===== src/rtl/router_port_arbiter.sv =====
// Round-robin arbiter and 4-phase handshake sequencer for one router output port.
// The grant is locked to one input from header flit to tail (EOP) flit.

module router_port_arbiter_lane #(
   parameter int GW  = 3,
   parameter int IDX = 0
) (
   input  logic [GW-1:0] g,
   input  logic          busy,
   input  logic          ack,
   output logic          grant,
   output logic          in_ack
);
   logic hit;

   assign hit    = busy && (g == GW'(IDX));
   assign grant  = hit;
   assign in_ack = hit && ack;
endmodule

module router_port_arbiter #(
   parameter int n    = 32,
   parameter int N_IN = 5
) (
   input  logic                     clk,
   input  logic                     rst,
   input  logic [N_IN-1:0]          in_req,
   input  logic [N_IN-1:0][n-1:0]   in_data,
   output logic [N_IN-1:0]          in_ack,
   output logic                     out_req,
   output logic [n-1:0]             out_data,
   input  logic                     out_ack,
   output logic [N_IN-1:0]          grant,
   output logic                     busy
);
   localparam int GW = (N_IN > 1) ? $clog2(N_IN) : 1;
   localparam logic [GW:0] NIN = (GW+1)'(N_IN);

   typedef enum logic [2:0] {IDLE, SEND, ACKD, RTZ, HOLD} state_t;

   state_t         state, state_n;
   logic [GW-1:0]  g, g_n, ptr, ptr_n, sel;
   logic           eop, eop_n, ack, ack_n, req_n, any;
   logic [n-1:0]   data_n;
   logic [GW:0]    idx;

   // Rotating priority: first requester at or after ptr+1, wrapping modulo N_IN.
   always_comb begin
      sel = '0;
      any = 1'b0;
      idx = '0;
      for (int i = 1; i <= N_IN; i++) begin
         idx = {1'b0, ptr} + (GW+1)'(i);
         if (idx >= NIN) idx = idx - NIN;
         if (!any && in_req[idx[GW-1:0]]) begin
            any = 1'b1;
            sel = idx[GW-1:0];
         end
      end
   end

   always_comb begin
      state_n = state;
      g_n     = g;
      ptr_n   = ptr;
      eop_n   = eop;
      ack_n   = ack;
      req_n   = out_req;
      data_n  = out_data;
      case (state)
         IDLE: if (any) begin
            g_n     = sel;
            data_n  = in_data[sel];
            eop_n   = in_data[sel][n-1];
            req_n   = 1'b1;
            state_n = SEND;
         end
         SEND: if (out_ack) begin
            ack_n   = 1'b1;
            state_n = ACKD;
         end
         ACKD: if (!in_req[g]) begin
            req_n   = 1'b0;
            state_n = RTZ;
         end
         RTZ: if (!out_ack) begin
            ack_n = 1'b0;
            if (eop) begin
               ptr_n   = g;
               state_n = IDLE;
            end else begin
               state_n = HOLD;
            end
         end
         // Packet lock: only the owner's next flit is accepted here.
         HOLD: if (in_req[g]) begin
            data_n  = in_data[g];
            eop_n   = in_data[g][n-1];
            req_n   = 1'b1;
            state_n = SEND;
         end
         default: state_n = IDLE;
      endcase
   end

   always_ff @(posedge clk) begin
      if (rst) begin
         state    <= IDLE;
         g        <= '0;
         ptr      <= GW'(N_IN-1);
         eop      <= 1'b0;
         ack      <= 1'b0;
         out_req  <= 1'b0;
         out_data <= '0;
      end else begin
         state    <= state_n;
         g        <= g_n;
         ptr      <= ptr_n;
         eop      <= eop_n;
         ack      <= ack_n;
         out_req  <= req_n;
         out_data <= data_n;
      end
   end

   assign busy = (state != IDLE);

   for (genvar l = 0; l < N_IN; l++) begin : lane
      router_port_arbiter_lane #(.GW(GW), .IDX(l)) u_lane (
         .g      (g),
         .busy   (busy),
         .ack    (ack),
         .grant  (grant[l]),
         .in_ack (in_ack[l])
      );
   end
endmodule

===== config.mk =====
export PLATFORM = sky130hd
export DESIGN_NAME = router_port_arbiter
export DESIGN_NICKNAME = d
export VERILOG_FILES = /design/src/rtl/router_port_arbiter.sv
export SDC_FILE = /design/constraint.sdc
export NUM_CORES = 1
export LEC_CHECK = 0
export ABC_AREA = 0
export CAP_MARGIN = 20
export CORE_MARGIN = 2
export CORE_UTILIZATION = 51
export CTS_BUF_LIST = sky130_fd_sc_hd__clkbuf_8
export DETAILED_ROUTE_END_ITERATION = 8
export MAX_ROUTING_LAYER = met4
export PLACE_DENSITY = 0.89
export SYNTH_ARGS = -nofsm -noshare
export SYNTH_HDL_FRONTEND = slang
export SYNTH_SLANG_ARGS = --single-unit

===== constraint.sdc =====
create_clock -name clk -period 6.68 [get_ports clk]
set_clock_uncertainty 0.2 [all_clocks]
set_input_delay 1.336 -clock clk [delete_from_list [all_inputs] [get_ports clk]]
set_output_delay 1.336 -clock clk [all_outputs]
set_load 0.02 [all_outputs]

* Yosys cells after proc, flatten, opt, wreduce, memory -nomap -nowiden
Index checks and enable logic that the tools add are counted.
** Storage, ports and cells
- Bits in registers :: 44
- Logic and storage cells :: 124
** Cells by class
- Add/sub/neg operators :: 10
- $lt $le $gt $ge :: 12
- Eq/ne operators :: 13
- Muxes and demuxes :: 51
- Bitwise logic cells :: 1
- Reduce and logical (&&, ||, !) cells :: 30
** Operator list (count)
- binary-select mux 32 bit (select 3 bit) :: 2
- two-way mux 32 bit :: 4
- one-hot mux 32 bit (2 select lines) :: 1
- two-way mux 3 bit :: 16
- < comparator 3 x 4 -> 1 bit (second input constant) :: 7
- >= comparator 4 x 3 -> 1 bit (second input constant) :: 5
- binary-select mux 1 bit (select 3 bit) :: 6
- two-way mux 1 bit :: 18
- one-hot mux 3 bit (5 select lines) :: 1
- subtractor 3 bit (second input constant) :: 5
- logical AND 1 bit :: 14
- == test 3 x 2 -> 1 bit (second input constant) :: 4
- inequality test 2 bit (second input constant) :: 5
- AND reduction 3 bit :: 3
- adder 3 x 2 -> 4 bit (second input constant) :: 2
- adder 3 x 3 -> 4 bit (second input constant) :: 2
- == test 3 x 1 -> 1 bit (second input constant) :: 2
- == test 3 bit (second input constant) :: 2
- zero test 3 bit :: 2
- nonzero test 3 bit :: 2
- AND reduction 5 bit :: 1
- adder 3 x 1 -> 4 bit (second input constant) :: 1
- zero test 1 bit :: 4
- one-hot mux 1 bit (2 select lines) :: 2
- 5 further kinds :: 6

* Longest topological paths before layout
Gate-level depths: netlist of the first run.
- Depth after elaboration :: 22
- Mapped depth :: 18

* Hierarchy
From an unflattened synthesis of the first run, not the netlist that was laid out.
** Second synthesis, totals
- Cells, all modules :: 638
- Area total of the unflattened synthesis :: 5808.1 sq um
** By module, submodules not included
- router_port_arbiter :: times used 1, cells an instance 628, area an instance 5705.5 sq um, seq. area each 860.8 sq um
- router_port_arbiter_lane (lane[1].u_lane ...) :: times used 3, cells an instance 2, area an instance 18.8 sq um, seq. area each 0.0 sq um
- router_port_arbiter_lane (lane[0].u_lane) :: times used 1, cells an instance 2, area an instance 30.0 sq um, seq. area each 0.0 sq um
- router_port_arbiter_lane (lane[3].u_lane) :: times used 1, cells an instance 2, area an instance 16.3 sq um, seq. area each 0.0 sq um

* Worst setup path after synthesis of the first run
No wires, ideal clock.
- Kind :: in2reg
- Start point :: in in_req[0]
- End point :: reg out_data[0]
- Library setup time :: 0.120 ns
- Data arrival time :: 3.802 ns
- Data required time :: 6.360 ns
- Slack :: 2.558 ns
- Stages :: 12
- Path buffers :: 3
- Cell sequence :: clkbuf_1 -> or4b_1 -> a32oi_1 -> or2_2 -> mux2i_2 -> nand3_2 -> nand2b_1 -> o221ai_1 -> buf_2 -> clkbuf_1 -> a221o_1 -> o31a_1
** Between the ends
- Longest elaborated chain between the ends :: 19
** RTL lines
- start, declared :: line 27 : input logic [N_IN-1:0] in_req,
- binary-select mux 1 bit (select 3 bit) :: line 55 : if (!any && in_req[idx[GW-1:0]]) begin
- two-way mux 1 bit (implied by the code) :: line 55
- two-way mux 1 bit :: line 55
- zero test 1 bit :: line 55
- logical AND 1 bit :: line 55
- two-way mux 1 bit :: line 55
- zero test 1 bit :: line 55
- logical AND 1 bit :: line 55
- (+3 left out)
- two-way mux 1 bit :: line 55
- zero test 1 bit :: line 55
- logical AND 1 bit :: line 55
- two-way mux 3 bit :: line 55
- binary-select mux 32 bit (select 3 bit) :: line 73 : data_n = in_data[sel];
- two-way mux 32 bit (implied by the code) :: line 73
- two-way mux 32 bit :: line 71 : IDLE: if (any) begin
- one-hot mux 32 bit (2 select lines) :: line 70 : case (state)
- end signal, assigned :: line 122 : out_data <= data_n;
- end, declared :: line 31 : output logic [n-1:0] out_data,
Parallel ways exist; a longest one is shown, timed or not. The select of a mux whose other input is x is not followed.
A chain may end at the register's enable or synchronous reset.

* Final worst setup path of the first run
- Start point :: reg ptr[1]
- End point :: reg out_data[6]
** Between the ends
- Longest elaborated chain between the ends :: 22
** RTL lines
- start, declared :: line 42 : logic [GW-1:0] g, g_n, ptr, ptr_n, sel;
- start signal, assigned :: line 110 : ptr <= GW'(N_IN-1);
- start signal, assigned :: line 118 : ptr <= ptr_n;
- adder 3 x 1 -> 4 bit :: line 53 : idx = {1'b0, ptr} + (GW+1)'(i);
- >= comparator 4 x 3 -> 1 bit or subtractor 3 bit (tied branches) :: line 54 : if (idx >= NIN) idx = idx - NIN;
- two-way mux 3 bit :: line 54
- binary-select mux 1 bit (select 3 bit) :: line 55
- two-way mux 1 bit (implied by the code) :: line 55
- two-way mux 1 bit :: line 55
- zero test 1 bit :: line 55
- logical AND 1 bit :: line 55
- (+6 left out)
- two-way mux 1 bit :: line 55
- zero test 1 bit :: line 55
- logical AND 1 bit :: line 55
- two-way mux 3 bit :: line 55
- binary-select mux 32 bit (select 3 bit) :: line 73
- two-way mux 32 bit (implied by the code) :: line 73
- two-way mux 32 bit :: line 71
- one-hot mux 32 bit (2 select lines) :: line 70
Parallel ways exist; a longest one is shown, timed or not. The select of a mux whose other input is x is not followed.

==> key figures, run 1 <==
Yosys
  • Post-synthesis cell count: 750
  • Yosys warnings: 0
  • Dominant cell by count in the synthesized netlist: sky130_fd_sc_hd__nor3_1
  • Synth Area in Compound Gates: between 30% and 40%
  • EDFF count, synth: 0
  • Area share of and/or/nand/nor cells after synthesis: between 20% and 30%
  • XOR/XNOR Fraction of Synth Area: less than 1%
  • Synthesis-stage register bit count: 43
  • Synthesized area per cell: between 7 and 8 um^2
  • Post-synth top flop: sky130_fd_sc_hd__dfxtp_1
  • Adder-Cell Fraction of Synth Area: 2.43%
  • Nets in the synthesized netlist: 929
  • Cell type contributing the most total cell area after synthesis: sky130_fd_sc_hd__dfxtp_1
  • Synth top area share: between 10% and 20%
  • Share of the yosys chip area belonging to registers: between 10% and 20%
  • Share of cell area taken by muxes after synthesis: 15.1%
  • Main combinational cell family by area after synthesis: compound AO/OA/AOI/OAI gates
  • Async set-or-reset flop fraction in the synthesized netlist: 0%
  • Top cell types by occurrence after synthesis: sky130_fd_sc_hd__nor3_1, sky130_fd_sc_hd__clkbuf_1, sky130_fd_sc_hd__nand3_1, sky130_fd_sc_hd__o21ai_0, sky130_fd_sc_hd__dfxtp_1
  • Biggest area contributors in the synthesized netlist: sky130_fd_sc_hd__dfxtp_1, sky130_fd_sc_hd__mux4_2, sky130_fd_sc_hd__nor3_1
  • Number of unique standard cell types used by synthesis: 73
  • Cell area after synthesis: between 5000 and 6000 um^2

Outcome
  • Status: complete, no violations

Clock tree
  • Resize count post-CTS: 0
  • Maximum buffer depth of the clock tree: 2
  • Number of buffers inserted by hold repair at cts: 0
  • Number of clock buffers inserted by TritonCTS: 5
  • Clk_lat worst skew: roughly 0.30 ns
  • CTS tree: yes
  • Clock Tree Root: sky130_fd_sc_hd__clkbuf_8
  • Clock input transition at the sequential cells of the worst setup and hold paths: 0.09 ns
  • Number of clock sinks: between 40 and 50
  • Setup Fix Bufs, Post-CTS: 0
  • Count of H-tree levels built during CTS: 2

Global routing
  • Total global routing overflow: 0
  • Wire length of the first global-routing pass: between 30,000 and 40,000 um
  • Via count of the first global-routing pass: around 8k
  • Total track usage: approximately two fifths
  • Pin count of the biggest net entering global routing: 66
  • Number of antenna violations at the first check in global routing: 0

Timing
  • Total of endpoints with negative setup slack in the final report: 0
  • Setup repair after global routing missed its margin: no
  • Transition at the pin with the smallest max-transition slack: 1.01 ns
  • Final setup margin: 0.983 ns
  • Final critical-path required period: between 5 and 6 ns
  • Final hold violation count: 0
  • Final worst path period share: ~85%
  • Summed negative setup slack over all endpoints: 0 ns
  • Slew HR: approximately a third
  • Worst hold margin: between 0.2 and 0.3 ns
  • Pins Over Slew Limit: 0
  • Upper clock frequency limit: about 0.18 GHz

Placed design
  • DP Cell Count: a little over 1k
  • Hpwl dp: 16,300 um
  • Placed cell area: approximately 8000 um^2
  • Input/output buffers: ~210
  • Minimum setup slack after placement: 1.21 ns
  • Routability Congestion: roughly 1

Finish
  • Layout Nets: roughly 1.1k
  • Total inserted antenna cells: 0
  • Layout cells sized above 1: between 10% and 20%
  • Post-Route Utilization: ~71%
  • Area added between synthesis and finish: 35.0%
  • Fin cells: approximately 1k
  • Post-route cell area: between 8000 and 9000 um^2

Critical path
  • CP Data Arrival Time: about 5.8 ns
  • Worst-path cell with the longest stage delay: sky130_fd_sc_hd__dfxtp_1
  • Cell depth of the worst flop-to-flop path: 12
  • Worst flop-to-flop path endpoint: out_data[6]
  • Delay of the slowest cell on the worst path: between 0.7 and 0.8 ns
  • Reg-to-reg setup timing slack: approximately 0.98 ns
  • Worst reg2reg startpoint: ptr[1]
  • Required time of the critical path: 6.73 ns
  • Endpoint of the worst setup timing path: out_data[6]
  • Setup crit end kind: flop
  • WS Path Type: flop to flop
  • Sort of element at the start of the critical path: flop
  • Maximum fanout along the worst path: 34
  • Cell Chain, Critical Path: inv_1 -> ha_1 -> clkinv_1 -> xnor2_1 -> mux2i_2 -> nand3_2 -> nor2_2 -> and3_2 -> buf_12 -> o21ai_1 -> a2111oi_0 -> o31a_1
  • Source of the critical timing path: ptr[1]

Floorplanning
  • Die outline width: between 100 and 150 um
  • Top-level I/O count: 212
  • Effective utilization at floorplan: around 52%
  • Y dimension of the die: ~110 um
  • Number of rows created at floorplan: 39
  • Placeable Area: about 11,000 um^2
  • Die area: between 10,000 and 15,000 um^2

Detailed routing
  • DR WL/cell: approximately 25 um
  • Number of routed nets with antenna violations: 0
  • Detail-routed via count per cell: 7.57
  • Drt pass-1 iters: 6
  • Total wire length: ~25,000 um
  • DR iter-0 viols: between 1k and 1.5k
  • Via total after detailed routing: around 7.7k
  • Number of remaining DRC errors: 0

Power
  • Power density over the cells: approximately 150 nW/um^2
  • Relative contribution of the clock network to total power: between 15 and 20%
  • Leakage power of the design: 2.75 nW
  • Total chip power: approximately 1.2 mW
  • Combinational fraction of design power: between 50 and 60%
  • Switching power total: approximately 480 uW
  • VDD IR max: between 90 and 100 uV
  • Net switching fraction of the power: between 40% and 50%
  • Internal: ~700 uW
  • Flop pwr share: 27.1%

Run
  • Number of max-cap violations: 0

Hold path
  • Worst min-delay path category: flop to flop
  • Cell depth of the worst min-delay path: 1
## cell families (layout without fill, tap and decap cells)
logic type	after synthesis	after routing
DFF	43	43
adders and majority gates	11	11
AOI/OAI and AO/OA	285	285
xor gates and xnor gates	5	5
and+or+nand+nor	234	234
buffers and inverters	125	250
muxes	47	47
## flip-flops by register name, indices dropped and copies added, names as in the netlist
name      cells
ptr           3
out_data     32
g             3
out_req       1
ack           1
state         3
## power by group through the flow
stage / logic [mW] / registers [mW] / clock network (mW)
floorplan: 0.366 / 0.346 / 0
global placement: 0.636 / 0.325 / 0
detailed placement: 0.651 / 0.327 / 0
CTS: 0.654 / 0.322 / 0.198
global route: 0.703 / 0.327 / 0.211
finish: 0.670 / 0.323 / 0.200
## routing by layer
| metal | track usage (%) | vias to the layer above | wire [um] |
|---|---|---|---|
| li1 | - | 3289 | - |
| met1 | 47.7 | 3557 | 8930 |
| met2 | 61.0 | 707 | 11800 |
| met3 | 8.10 | 149 | 3110 |
| met4 | 20.4 | 0 | 1160 |
| met5 | - | - | 0 |
## layout make-up
class                   instances  area, um^2
fillers                       920        3360
clock buffers                   7        96.3
clock inverters                 1        3.75
multi-input cells             582        4620
well taps                     143         179
flip-flops and latches         43         863
repair buffers                229        2250
inverters                      13        48.8
## how the worst min path moves through the flow
| stage | end | from | slack, ns |
|---|---|---|---|
| 2_1_floorplan | state[1] | state[2] | 0.25 |
| 3_3_place_gp | state[1] | state[2] | 0.26 |
| 3_5_place_dp | state[1] | state[2] | 0.27 |
| 4_1_cts | state[1] | state[2] | 0.28 |
| 5_1_grt | state[1] | state[2] | 0.33 |
| 6_report | state[1] | state[2] | 0.29 |
## worst max-delay path: cells and delay by family, from the launching register on
kind	cells	cell delay, ns
AOI/OAI and AO/OA	3	0.84
muxes	1	0.37
buffers and inverters	3	1.00
xor gates and xnor gates	1	0.53
DFF	1	0.73
and+or+nand+nor	3	1.23
adders and majority gates	1	0.73
## cells in the final DEF (no fill, tap or decap), drive strengths merged, types with 4 or more instances in the layout
cell	instances
clkdlybuf4s50	210
nor3	78
o21ai	75
nand3	71
dfxtp	43
a221oi	35
mux4	34
a2111oi	33
a22oi	33
o31a	32
a221o	30
nor2	20
buf	18
nand2	17
inv	13
a21oi	12
ha	10
mux2i	10
clkbuf	8
nand2b	7
nor2b	7
nor4	5
or2	5
a21o	4
xnor2	4
and3	4
o31ai	4
Power figures use the tool's default switching activity.
==> run 2: changes to the inputs <==
GPL_TIMING_DRIVEN = 0   (was not set)
TNS_END_PERCENT = 5   (was not set)
==> run 2 against run 1 <==
Compared with the run above: clock power is essentially flat; combinational power grew 2%; critical path depth increased by 4; sequential power down 2%; sequential share of layout area down 0.36 points; power rose by 0.96%; global-route usage rose by 0.093 points; fmax is 13% higher; critical path type unchanged; largest cell class unchanged; largest power group unchanged.
==> key figures, run 2 (synthesized netlist as in run 1, its figures left out) <==
Hold path
  • Origin of the worst min-delay path: state[2]
  • Cell depth of the worst min-delay path: 1 (unchanged)
  • Worst min-delay path category: flop to flop
  • Hold EP: state[1]

Critical path
  • Source of the critical timing path: ptr[0]
  • Worst flop-to-flop path endpoint: out_data[3]
  • CP Data Arrival Time: 5.13 ns (-0.62 ns)
  • Sort of element at the start of the critical path: flop
  • Maximum fanout along the worst path: 12 (-65%)
  • Required time of the critical path: 6.76 ns (+0.03 ns)
  • WS Path Type: flop to flop
  • Setup crit end kind: flop
  • Worst reg2reg startpoint: ptr[0]
  • Cell depth of the worst flop-to-flop path: 16 (+4)
  • Reg-to-reg setup timing slack: 1.63 ns (+0.65 ns)

Finish
  • Leading cell type in the layout, fill and taps excluded: sky130_fd_sc_hd__clkdlybuf4s50_1
  • Combined area of the multi-input logic cells: 4530 um^2 (-1.8%)
  • Most frequent cells in the layout: sky130_fd_sc_hd__clkdlybuf4s50_1, sky130_fd_sc_hd__nor3_1, sky130_fd_sc_hd__clkbuf_1
  • Register with the highest flop count: out_data
  • Area taken by flip-flops and latches: 861 um^2 (-0.29%)
  • Fin cells: 1,108 (+8.8%)
  • Layout cells sized above 1: 10.3% (-0.37 points)
  • Layout fillers: 968 (+5.2%)
  • Layout Nets: 1,143 (+8.5%)
  • Post-route cell area: 8320 um^2 (+3.2%)
  • Area added between synthesis and finish: 39.4%
  • Total inserted antenna cells: 0 (unchanged)
  • Flip-flop count of the largest register, all copies and words added: 32 (unchanged)

Power
  • Power density over the cells: 145 nW/um^2 (-2.2%)
  • Combinational fraction of design power: 57.0% (+0.8 points)
  • Flop pwr share: 26.4% (-0.7 points)
  • Switching power total: 487 uW (+0.45%)
  • Net switching fraction of the power: 40.4% (-0.20 points)
  • Internal: 718 uW (+1.3%)
  • Relative contribution of the clock network to total power: 16.6% (-0.2 points)
  • Leakage power of the design: 2.89 nW (+5.2%)
  • VDD IR max: 95.8 uV (-2.4%)

Clock tree
  • Setup Fix Bufs, Post-CTS: 0 (unchanged)
  • Number of buffers inserted by hold repair at cts: 0 (unchanged)
  • Number of clock buffers inserted by TritonCTS: 5 (unchanged)
  • Resize count post-CTS: 0 (unchanged)
  • CTS tree: yes
  • Clock Tree Root: sky130_fd_sc_hd__clkbuf_8
  • Clk_lat worst skew: 0.32 ns (+0.02 ns)
  • Clock input transition at the sequential cells of the worst setup and hold paths: 0.11 ns (+0.02 ns)
  • Maximum buffer depth of the clock tree: 2 (unchanged)
  • Number of clock sinks: 43 (unchanged)
  • Count of H-tree levels built during CTS: 2 (unchanged)

Detailed routing
  • Number of remaining DRC errors: 0 (unchanged)
  • Highest metal used: met4
  • Drt pass-1 iters: 6 (unchanged)
  • Post-route met1 wirelength: 8920 um (-0.16%)
  • DR iter-0 viols: 1,256 (-5.1%)
  • Met3 routed WL: 3290 um (+5.7%)
  • Number of routed nets with antenna violations: 0 (unchanged)
  • Detail-routed via count per cell: 7.20 (-4.8%)
  • Total wire length: 24,800 um (-0.80%)
  • Via total after detailed routing: 7,982 (+3.6%)
  • Wire length on met2: 11,500 um (-2.2%)
  • DR WL/cell: 22.3 um (-8.9%)

Floorplanning
  • Placeable Area: 11,400 um^2 (unchanged)
  • Number of rows created at floorplan: 39 (unchanged)
  • Top-level I/O count: 212 (unchanged)
  • Die outline width: 112 um (unchanged)
  • Effective utilization at floorplan: 52.3% (unchanged)
  • Y dimension of the die: 112 um (unchanged)
  • Die area: 12,600 um^2 (unchanged)

Timing
  • Setup repair after global routing missed its margin: no
  • Final critical-path required period: 5.05 ns (-0.651 ns)
  • Total of endpoints with negative setup slack in the final report: 0 (unchanged)
  • Final worst path period share: 75.5% (-9.8 points)
  • Final setup margin: 1.63 ns (+0.651 ns)
  • Final hold violation count: 0 (unchanged)
  • Pins Over Slew Limit: 0 (unchanged)
  • Slew HR: 33.6% (+0.81 points)
  • Upper clock frequency limit: 0.198 GHz (+13%)
  • Transition at the pin with the smallest max-transition slack: 0.989 ns (-0.0197 ns)
  • Summed negative setup slack over all endpoints: 0 ns (unchanged)
  • Worst hold margin: 0.278 ns (-0.0154 ns)

Outcome
  • Status: complete, no violations

Global routing
  • Pin count of the biggest net entering global routing: 13 (-80%)
  • Total global routing overflow: 0 (unchanged)
  • Total track usage: 39.2% (+0.093 points)
  • Number of antenna violations at the first check in global routing: 0 (unchanged)
  • Via count of the first global-routing pass: 7,805 (-0.85%)
  • Wire length of the first global-routing pass: 39,200 um (-0.53%)

Placed design
  • Placed cell area: 8220 um^2 (+3.4%)
  • Hpwl dp: 18,500 um (+13%)
  • Input/output buffers: 207 (-1.9%)
  • Minimum setup slack after placement: 1.60 ns (+0.393 ns)
  • Routability Congestion: 0.973 (-2.9%)
  • DP Cell Count: 1,100 (+9.0%)

Run
  • Number of max-cap violations: 0 (unchanged)
==> run 2: worst max-delay path by stage <==
| stage | cells past startpoint | slack, ns | to |
|---|---|---|---|
| 6_report | 16 | 1.63 | out_data[3] |
| 5_1_grt | 16 | 1.25 | out_data[3] |
| 4_1_cts | 16 | 1.78 | out_data[22] |
| 3_5_place_dp | 12 | 1.60 | out_data[29] |
| 3_3_place_gp | 12 | 1.65 | out_data[29] |
| 2_1_floorplan | 12 | 2.56 | out_data[0] |
==> run 2: per-layer routing <==
| metal | up-vias | GRT usage, % |
|---|---|---|
| met2 | 732 | 62.4 |
| met1 | 3632 | 47.5 |
| li1 | 3477 | - |
| met5 | - | - |
| met3 | 141 | 10.8 |
| met4 | 0 | 14.9 |
==> run 2: area by class of cell <==
class,count,share of cell area (%)
multi-input combinational,582,54.5
timing repair buffer,207,24.9
sequential,43,10.3
buffer,112,6.33
tap,143,2.15
clock buffer,7,1.16
inverter,13,0.586
clock inverter,1,0.0451
==> run 2: metrics by stage <==
stage | utilization [%] | power (mW)
floorplan | - | 0.712
global placement | 72.0 | 0.980
detailed placement | 72.0 | 0.986
CTS | 72.9 | 1.18
global route | 72.9 | 1.25
finish | 72.9 | 1.20
==> run 2: power by group through the flow <==
stage / sequential, mW / clock, mW / combinational, mW
after CTS: 0.317 / 0.195 / 0.668
after floorplan: 0.346 / 0 / 0.366
after global placement: 0.322 / 0 / 0.657
after detailed placement: 0.322 / 0 / 0.664
after global routing: 0.321 / 0.205 / 0.725
final: 0.318 / 0.201 / 0.686
==> run 2: critical path, cell delays in order, from the launching register on <==
cell,delay (ns)
sky130_fd_sc_hd__dfxtp_1,0.36
sky130_fd_sc_hd__buf_2,0.20
sky130_fd_sc_hd__inv_2,0.11
sky130_fd_sc_hd__clkbuf_1,0.44
sky130_fd_sc_hd__ha_1,0.27
sky130_fd_sc_hd__inv_1,0.06
sky130_fd_sc_hd__fa_1,0.46
sky130_fd_sc_hd__or4_1,0.44
sky130_fd_sc_hd__a221oi_1,0.42
sky130_fd_sc_hd__o21ai_1,0.20
sky130_fd_sc_hd__nand3_2,0.15
sky130_fd_sc_hd__a311oi_4,0.06
sky130_fd_sc_hd__o2bb2ai_1,0.21
sky130_fd_sc_hd__clkbuf_1,0.48
sky130_fd_sc_hd__nand3_1,0.14
sky130_fd_sc_hd__a2111oi_0,0.59
sky130_fd_sc_hd__o31a_1,0.21
